$ cat config.mk
export PLATFORM = sky130hd
export DESIGN_NAME = fir_channel_scheduler
export DESIGN_NICKNAME = d
export VERILOG_FILES = /design/src/rtl/fir_channel_scheduler.sv
export SDC_FILE = /design/constraint.sdc
export NUM_CORES = 1
export LEC_CHECK = 0
export CAP_MARGIN = 20
export CORE_AREA = 2 2 123 125
export DETAILED_ROUTE_END_ITERATION = 6
export DIE_AREA = 0 0 125 127
export PLACE_DENSITY = 0.52
export SLEW_MARGIN = 20
export SYNTH_ARGS = -nofsm -noshare
export SYNTH_HDL_FRONTEND = slang
export SYNTH_SLANG_ARGS = --single-unit
$ cat constraint.sdc
create_clock -name clk -period 2.8 [get_ports clk]
set_clock_uncertainty 0.2 [all_clocks]
set_input_delay 0.84 -clock clk [delete_from_list [all_inputs] [get_ports clk]]
set_output_delay 0.84 -clock clk [all_outputs]
set_load 0.01 [all_outputs]
$ cat src/rtl/fir_channel_scheduler.sv
// Shares one FIR engine between the RED and IR sample streams: one pending slot per
// channel, round-robin grant, tagged job issue, and per-channel result registers.
module fir_channel_scheduler #(
    parameter int SAMPLE_W    = 8,
    parameter int RESULT_W    = 20,
    parameter int TIMEOUT_CYC = 64
) (
    input  logic                clk,
    input  logic                rst_n,
    input  logic                red_valid,
    input  logic [SAMPLE_W-1:0] red_sample,
    input  logic                ir_valid,
    input  logic [SAMPLE_W-1:0] ir_sample,
    output logic                fir_start,
    output logic                fir_ch,
    output logic [SAMPLE_W-1:0] fir_sample,
    input  logic                fir_done,
    input  logic [RESULT_W-1:0] fir_result,
    output logic [RESULT_W-1:0] out_red,
    output logic                out_red_valid,
    output logic [RESULT_W-1:0] out_ir,
    output logic                out_ir_valid,
    input  logic                err_clr,
    output logic [1:0]          overrun,
    output logic                timeout_err,
    output logic                busy,
    output logic [1:0]          state_dbg
);

    // Handshake: every *_valid / fir_start / fir_done is a one-cycle strobe with no
    // back-pressure; the data beside it is meaningful only in the strobe cycle.

    typedef enum logic [1:0] {
        IDLE  = 2'd0,
        ISSUE = 2'd1,
        WAIT  = 2'd2
    } state_t;

    localparam int CNT_W = 10;
    localparam logic [CNT_W-1:0] TERM = CNT_W'(TIMEOUT_CYC - 1);

    state_t              state, state_next;
    logic                pend_red, pend_ir;
    logic [SAMPLE_W-1:0] buf_red, buf_ir;
    logic                last_grant;
    logic [CNT_W-1:0]    cnt;
    logic [CNT_W-1:0]    cnt_inc;
    logic                grant, grant_ch;
    logic                take, expire;
    logic                consume_red, consume_ir;

    assign cnt_inc     = cnt + 1'b1;
    assign consume_red = grant && !grant_ch;
    assign consume_ir  = grant && grant_ch;
    assign fir_start   = (state == ISSUE);
    assign busy        = (state != IDLE);
    assign state_dbg   = state;

    always_comb begin
        state_next = state;
        grant      = 1'b0;
        grant_ch   = 1'b0;
        take       = 1'b0;
        expire     = 1'b0;
        case (state)
            IDLE: begin
                if (pend_red || pend_ir) begin
                    grant      = 1'b1;
                    // On a tie the channel that did not win last time goes first.
                    grant_ch   = (pend_red && pend_ir) ? !last_grant : pend_ir;
                    state_next = ISSUE;
                end
            end
            ISSUE: state_next = WAIT;
            WAIT: begin
                if (fir_done) begin
                    take       = 1'b1;
                    state_next = IDLE;
                end else if (cnt_inc == TERM) begin
                    expire     = 1'b1;
                    state_next = IDLE;
                end
            end
            default: state_next = IDLE;
        endcase
    end

    always_ff @(posedge clk or negedge rst_n) begin
        if (!rst_n) begin
            state         <= IDLE;
            pend_red      <= 1'b0;
            pend_ir       <= 1'b0;
            buf_red       <= '0;
            buf_ir        <= '0;
            last_grant    <= 1'b1;
            cnt           <= '0;
            fir_ch        <= 1'b0;
            fir_sample    <= '0;
            out_red       <= '0;
            out_ir        <= '0;
            out_red_valid <= 1'b0;
            out_ir_valid  <= 1'b0;
            overrun       <= 2'b00;
            timeout_err   <= 1'b0;
        end else begin
            state <= state_next;

            // A sample arriving while its slot is being granted refills the slot.
            if (red_valid) begin
                buf_red  <= red_sample;
                pend_red <= 1'b1;
            end else if (consume_red) begin
                pend_red <= 1'b0;
            end
            if (ir_valid) begin
                buf_ir  <= ir_sample;
                pend_ir <= 1'b1;
            end else if (consume_ir) begin
                pend_ir <= 1'b0;
            end

            if (grant) begin
                fir_ch     <= grant_ch;
                fir_sample <= grant_ch ? buf_ir : buf_red;
                last_grant <= grant_ch;
            end

            if (state == ISSUE) begin
                cnt <= '0;
            end else if (state == WAIT) begin
                cnt <= cnt_inc;
            end

            out_red_valid <= take && !fir_ch;
            out_ir_valid  <= take && fir_ch;
            if (take && !fir_ch) out_red <= fir_result;
            if (take && fir_ch)  out_ir  <= fir_result;

            if (err_clr) begin
                overrun     <= 2'b00;
                timeout_err <= 1'b0;
            end else begin
                if (red_valid && pend_red && !consume_red) overrun[0] <= 1'b1;
                if (ir_valid && pend_ir && !consume_ir)    overrun[1] <= 1'b1;
                if (expire) timeout_err <= 1'b1;
            end
        end
    end

endmodule
==> results of run 1 <==
## report_power, final
part / total [mW] / switching, mW / leakage, nW / internal [mW]
clock: 1.38 / 0.499 / 0.168 / 0.880
combinational: 2.16 / 1.01 / 1.06 / 1.15
sequential: 1.95 / 0.280 / 1.05 / 1.67
## cell usage after synthesis, drive strengths merged (2+ instances only)
cell type  number  area (um^2)
mux2i           3        30.03
and4            2        21.27
a21o            2        15.01
nor3            2        15.01
nand2          86        322.8
nand3           4        20.02
inv            10        37.54
a21oi           8        40.04
mux2           36        405.4
o21ai          22        110.1
dfrtp          84         2102
o31ai           3        22.52
clkbuf         10        37.54
nand3b          2        15.01
ha              5        62.56
o2bb2ai         2        17.52
and3            3        18.77
nor2           17        63.81
a31oi           5        31.28
## flip-flops by register name, indices dropped and copies added, names as in the netlist
register       count
fir_ch             1
buf_ir             8
out_ir_valid       1
out_ir            20
pend_red           1
fir_sample         8
out_red           20
last_grant         1
timeout_err        1
pend_ir            1
state_dbg          2
out_red_valid      1
cnt               10
overrun            2
buf_red            8
## worst max-delay path: stages (launching register included)
cell and delay, ps:
dfrtp_1 410, inv_1 110, ha_1 190, clkdlybuf4s50_1 570
## placed cells by master, fill, tap and decap left out, types with 4 or more instances in the layout
| cell | count |
|---|---|
| clkbuf_16 | 9 |
| a21oi_1 | 8 |
| nand3_1 | 4 |
| ha_1 | 5 |
| dfrtp_1 | 84 |
| mux2_2 | 36 |
| buf_4 | 5 |
| nand2_1 | 86 |
| clkdlybuf4s50_1 | 97 |
| nor2_1 | 17 |
| a31oi_1 | 5 |
| o21ai_0 | 21 |
| inv_1 | 10 |
## final cells by class
| class | count | share of cell area (%) |
|---|---|---|
| sequential | 85 | 41.05 |
| multi-input combinational | 219 | 26.35 |
| timing repair buffer | 106 | 20.78 |
| tap | 184 | 4.440 |
| clock buffer | 10 | 4.416 |
| clock inverter | 6 | 2.244 |
| inverter | 10 | 0.7239 |
## path summary, 6_finish.rpt
check / cells after the start / slack, ps / startpoint / to
max: 3 / 140 / state_dbg[1]$_DFFE_PN0P_ / fir_start
min: 1 / 260 / rst_n / out_ir[8]$_DFFE_PN0P_
max reg2reg: 6 / 590 / cnt[1]$_DFFE_PN0P_ / state_dbg[0]$_DFFE_PN0P_
min reg2reg: 2 / 270 / out_red[12]$_DFFE_PN0P_ / out_red[12]$_DFFE_PN0P_
max in group asynchronous: 2 / 1490 / rst_n / last_grant$_DFFE_PN1P_
min in group clk: 2 / 270 / out_red[12]$_DFFE_PN0P_ / out_red[12]$_DFFE_PN0P_
## what timing repair did
item / in CTS / in global routing
endpoints found under the setup margin: 1 / 0
resized for setup: 1 / 0
hold buffers: 0 / 0
setup buffers: 1 / 0
## metal layers
layer | vias to the layer above | track usage, % | part of all wire (%) | wire length [um]
met4 | 0 | 3.725 | 1.2 | 106
met5 | - | 0 | 0 | 0
met1 | 1327 | 15.14 | 48 | 4153
li1 | 1318 | - | - | -
met3 | 9 | 3.769 | 5.6 | 489
met2 | 77 | 17.71 | 45 | 3964
## kinds of logic (layout without fill, tap and decap cells)
kind of cell,after synthesis,in the layout
adders and majority gates,5,5
xor gates and xnor gates,1,1
AOI/OAI and AO/OA,50,50
buffers and inverters,21,132
muxes,39,39
DFF,85,85
and+or+nand+nor,124,124
## through the flow
stage,setup WS (ps),cells
floorplan,838.6,325
global placement,324.0,603
detailed placement,292.9,603
CTS,116.1,620
global route,37.81,620
finish,140.9,620
==> results by group, run 1 <==
Placement
  – Dpl cell area: 4833 um^2
  – GP Congestion: 0.7664
  – DP Wirelength: 6.220 mm
  – # port buffers: 99

Detailed routing
  – Antenna Nets Post-Route: 0
  – Iter 0 DRT Violations: 118
  – Vias per cell: 4.405
  – Detailed-route via count: 2,731
  – TritonRoute pass-1 iters: 4
  – Drt wl/cell: 14.05 um
  – Residual DRC: 0
  – Final wirelength: 8.713 mm

Synthesis
  – Post-synth ARST share: 100.0%
  – Syn Inst Count: 325
  – Mapped Nets: 372
  – Post-synthesis xor/xnor area fraction: 0.2451%
  – Post-synthesis mux area share: 12.18%
  – Post-synthesis compound-gate area fraction: 9.104%
  – Post-synthesis simple-gate area fraction: 14.95%
  – Synth Register Bits: 85
  – Synth warnings: 0
  – Largest family of logic cells by synthesized area: simple AND/OR/NAND/NOR gates
  – Sequential area share after synthesis: 59.56%
  – Mean Syn Cell Area: 11.00 um^2
  – Post-synth EDFFs: 0
  – Syn Std Cell Area: 3573 um^2
  – Netlist cell types: 41
  – Main synth FF type: dfrtp_1
  – Adder-Cell Fraction of Synth Area: 1.751%

Clocking
  – Worst skew pair latency: 340 ps
  – H-tree lvl count: 3
  – Clock-pin transition on the worst setup and hold timing paths: 60 ps
  – Clk sink count: 85
  – Total CTS buffers: 9
  – CTS tree: yes
  – Clk root buf: clkbuf_16
  – Max Root-Sink Buffers: 2

Pwr
  – Pwr/cell area: 1059 nW/um^2
  – Total Power: 5.493 mW
  – Max IR drop VDD: 0.0007445 V
  – Leakage power total: 2.279 nW

STA
  – Hold WS: 262.0 ps
  – Max-slew violations: 0
  – Minimum clock period after layout: 2659 ps
  – Peak Freq: 376.1 MHz
  – Final setup vio count: 0
  – Worst slew margin: 51.63%
  – RSZ-0062 raised after global routing: false
  – Fin crit share: 94.97%
  – Least-Margin Pin Slew: 720.8 ps
  – Setup Total Neg Slack: 0 ps
  – Final Hold Vio Count: 0

GRT
  – Initial antenna violation count: 0
  – Number of global-route vias before repair: 2,778
  – First-pass GRT wire length: 14.52 mm
  – Pin count of the biggest net entering global routing: 54
  – Gr usage total: 11.41%
  – GRT Residual Overflow: 0

Worst setup path
  – Max Fanout on Critical Path: 4
  – Crit path required time: 1760 ps
  – Crit Path Category: reg -> out
  – Critical path startpoint category: flip-flop
  – Critical path arrival: 1620 ps
  – Setup crit end kind: output port

Final layout
  – Share of layout cells above drive strength 1: 15.37%
  – Antenna cells: 0
  – Final Instance Area: 5185 um^2
  – Reg area: 2128 um^2
  – Fillers: 1,460
  – Area Growth Syn to Fin: 45.10%
  – Multi-input gate area: 1366 um^2
  – Core Util, Final: 35.95%
  – Post-layout nets: 478

Outcome
  – Status: completed

Floorplanning
  – Core Footprint: 14,420 um^2
  – # rows: 44
  – Die Wd: 125 um
  – Io pins: 100
  – Total die area: 15,880 um^2
  – Initial Util: 24.77%
  – Die Span Y: 127 um

Job
  – Max Cap Viol: 0

Min path
  – Worst hold path type: in -> async
Power figures use the tool's default switching activity.
==> run 2: changes to the inputs <==
--- a/config.mk
+++ b/config.mk
@@ -6,9 +6,9 @@
 export NUM_CORES = 1
 export LEC_CHECK = 0
 export CAP_MARGIN = 20
-export CORE_AREA = 2 2 123 125
+export CORE_AREA = 2 2 146 106
 export DETAILED_ROUTE_END_ITERATION = 6
-export DIE_AREA = 0 0 125 127
+export DIE_AREA = 0 0 148 108
 export PLACE_DENSITY = 0.52
 export SLEW_MARGIN = 20
 export SYNTH_ARGS = -nofsm -noshare
==> run 2 against run 1 <==
Net effect:
- sequential share of layout area increased by 0.46 points
- register-to-register slack worse by 80 ps
- cell count up 1.8%
- clock-buffer cell count unchanged
- non-clock buffer count unchanged
- critical path depth is the same
- worst setup slack lost 4.9 ps
- highest routed layer unchanged
- wire length grew 5.5%
- via count increased by 0.55%
- core utilization shrank 0.45 points
- fmax down 0.18%
==> results by group, run 2 (synthesized netlist as in run 1, its figures left out) <==
Placement
  – GP Congestion: 0.7616 (was 0.7664)
  – Pre-CTS WS: 271.1 ps (was 292.9 ps)
  – DP Wirelength: 6.486 mm (was 6.220 mm)
  – # port buffers: 99 (unchanged)

STA
  – Fin crit share: 95.14% (was 94.97%)
  – Max-slew violations: 0 (unchanged)
  – RSZ-0062 raised after global routing: false (unchanged)
  – Final Hold Vio Count: 0 (unchanged)
  – Setup ws final: 136.0 ps (was 140.9 ps)
  – Setup Total Neg Slack: 0 ps (unchanged)
  – Worst slew margin: 44.68% (was 51.63%)
  – Least-Margin Pin Slew: 824.2 ps (was 720.8 ps)
  – Minimum clock period after layout: 2664 ps (was 2659 ps)
  – Peak Freq: 375.4 MHz (was 376.1 MHz)
  – Final setup vio count: 0 (unchanged)

Pwr
  – Leakage power total: 2.247 nW (was 2.279 nW)
  – Max IR drop VDD: 0.0003269 V (was 0.0007445 V)
  – Pwr/cell area: 1027 nW/um^2 (was 1059 nW/um^2)

Worst setup path
  – CP max-delay cell: clkdlybuf4s50_1 (unchanged)
  – CP cell instances: inv_1, ha_1, clkdlybuf4s50_1 (unchanged)
  – Critical path startpoint category: flip-flop (unchanged)
  – WP buf/inv: 2 (unchanged)
  – Max Fanout on Critical Path: 4 (unchanged)
  – Setup crit end kind: output port (unchanged)
  – Crit path required time: 1760 ps (about the same)
  – Worst setup path startpoint: state_dbg[1]$_DFFE_PN0P_ (unchanged)
  – Critical path arrival: 1620 ps (about the same)
  – Crit path largest cell delay: 540 ps (was 570 ps)
  – Worst R2R Start: cnt[0]$_DFFE_PN0P_ (was cnt[1]$_DFFE_PN0P_)
  – Crit Path Category: reg -> out (unchanged)
  – CP delay by family, top: buffers and inverters (unchanged)

Clocking
  – Post-CTS Hold Fix Bufs: 0 (unchanged)
  – Clk root buf: clkbuf_16 (unchanged)
  – CTS tree: yes (unchanged)
  – Max Root-Sink Buffers: 2 (unchanged)
  – Total CTS buffers: 9 (unchanged)
  – Worst skew pair latency: 340 ps (about the same)
  – H-tree lvl count: 3 (unchanged)
  – Clk sink count: 85 (unchanged)
  – Clock-pin transition on the worst setup and hold timing paths: 70 ps (was 60 ps)

Floorplanning
  – Die Span Y: 108 um (was 127 um)
  – Core Footprint: 14,440 um^2 (was 14,420 um^2)
  – Initial Util: 24.74% (was 24.77%)
  – Io pins: 100 (unchanged)
  – Die Wd: 148 um (was 125 um)
  – # rows: 37 (was 44)
  – Total die area: 15,980 um^2 (was 15,880 um^2)

Detailed routing
  – Drt wl/cell: 14.57 um (was 14.05 um)
  – Residual DRC: 0 (unchanged)
  – TritonRoute pass-1 iters: 4 (unchanged)
  – Routed length on met3: 620 um (was 489 um)
  – Iter 0 DRT Violations: 120 (was 118)
  – Detailed-route via count: 2,746 (was 2,731)
  – Vias per cell: 4.352 (was 4.405)
  – Final wirelength: 9.192 mm (was 8.713 mm)
  – Max Used Layer: met4 (unchanged)
  – Routed metal-1 wirelength: 4.428 mm (was 4.153 mm)
  – Antenna Nets Post-Route: 0 (unchanged)
  – WL met2: 4.065 mm (was 3.964 mm)

GRT
  – Initial antenna violation count: 0 (unchanged)
  – Number of global-route vias before repair: 2,751 (was 2,778)
  – Pin count of the biggest net entering global routing: 49 (was 54)
  – First-pass GRT wire length: 14.70 mm (was 14.52 mm)
  – Gr usage total: 11.86% (was 11.41%)
  – GRT Residual Overflow: 0 (unchanged)

Final layout
  – Commonest non-fill, non-tap cell in the layout: clkdlybuf4s50_1 (unchanged)
  – Share of layout cells above drive strength 1: 15.60% (was 15.37%)
  – Area Growth Syn to Fin: 43.49% (was 45.10%)
  – Regs by FF count: out_ir (20), out_red (20), cnt (10) (unchanged)
  – Fillers: 1,476 (was 1,460)
  – Antenna cells: 0 (unchanged)
  – Post-layout nets: 478 (unchanged)
  – Commonest non-fill, non-tap cells in the layout: clkdlybuf4s50_1, nand2_1, dfrtp_1 (unchanged)

Min path
  – Worst hold path type: in -> async (unchanged)

Outcome
  – Status: completed (unchanged)

Job
  – Max Cap Viol: 0 (unchanged)
run 2: layer usage:
layer  track usage (%)  vias to the layer above
met5                 0                        -
met4             3.061                        0
met3             4.051                        9
met2             18.42                       91
met1             15.94                     1320
li1                  -                     1326
run 2: report_power, final:
group          switching [mW]  total [mW]  internal [mW]
registers               0.280        1.95           1.67
clock network           0.507        1.14          0.632
logic                    1.03        2.18           1.14
total                    1.82        5.27           3.45
run 2: worst register-to-register path, delay by kind of cell, from the launching register on:
family          cells  cell delay, ps
compound gates      3             960
flops               1             430
fa+ha+maj           1             320
simple gates        2             300
run 2: path summary, 6_finish.rpt:
path	depth (start not counted)	slack (ps)	endpoint
setup / recovery	3	140	fir_start
setup reg to reg	6	510	state_dbg[0]$_DFFE_PN0P_
max in group asynchronous	2	1460	out_red[2]$_DFFE_PN0P_
hold / removal	1	270	buf_red[7]$_DFFE_PN0P_
hold reg to reg	2	270	out_red[4]$_DFFE_PN0P_
min in group clk	2	270	out_red[4]$_DFFE_PN0P_
run 2: timing repair:
item / 4_1_cts / 5_1_grt
endpoints found under the hold margin: 0 / 0
buffers inserted: 1 / 0
gates resized for setup: 1 / 0
setup endpoints to repair: 1 / 0
run 2: final cells by class:
type,instances,area (um^2),area share (%)
inverters,10,37.54,0.7321
multi-input cells,219,1366,26.65
clock buffers,10,239.0,4.661
flip-flops and latches,85,2128,41.51
repair buffers,106,1065,20.77
clock inverters,6,47.55,0.9273
well taps,195,244.0,4.758
run 2: metrics by stage:
stage	instance area [um^2]	utilization, %	cells	hold slack, ps	power (mW)
2_1_floorplan	3573	-	325	255.3	2.969
3_3_place_gp	4835	33.47	614	257.1	4.117
3_5_place_dp	4835	33.47	614	261.5	4.173
4_1_cts	5127	35.50	631	277.7	5.347
5_1_grt	5127	35.50	631	291.0	5.647
6_report	5127	35.50	631	273.6	5.268
==> run 3: changes to the inputs <==
--- a/config.mk
+++ b/config.mk
@@ -10,7 +10,6 @@
 export DETAILED_ROUTE_END_ITERATION = 6
 export DIE_AREA = 0 0 148 108
 export PLACE_DENSITY = 0.52
-export SLEW_MARGIN = 20
 export SYNTH_ARGS = -nofsm -noshare
 export SYNTH_HDL_FRONTEND = slang
 export SYNTH_SLANG_ARGS = --single-unit
==> results of run 3 <==
Final layout, timing and power as in run 2 (identical DEF).
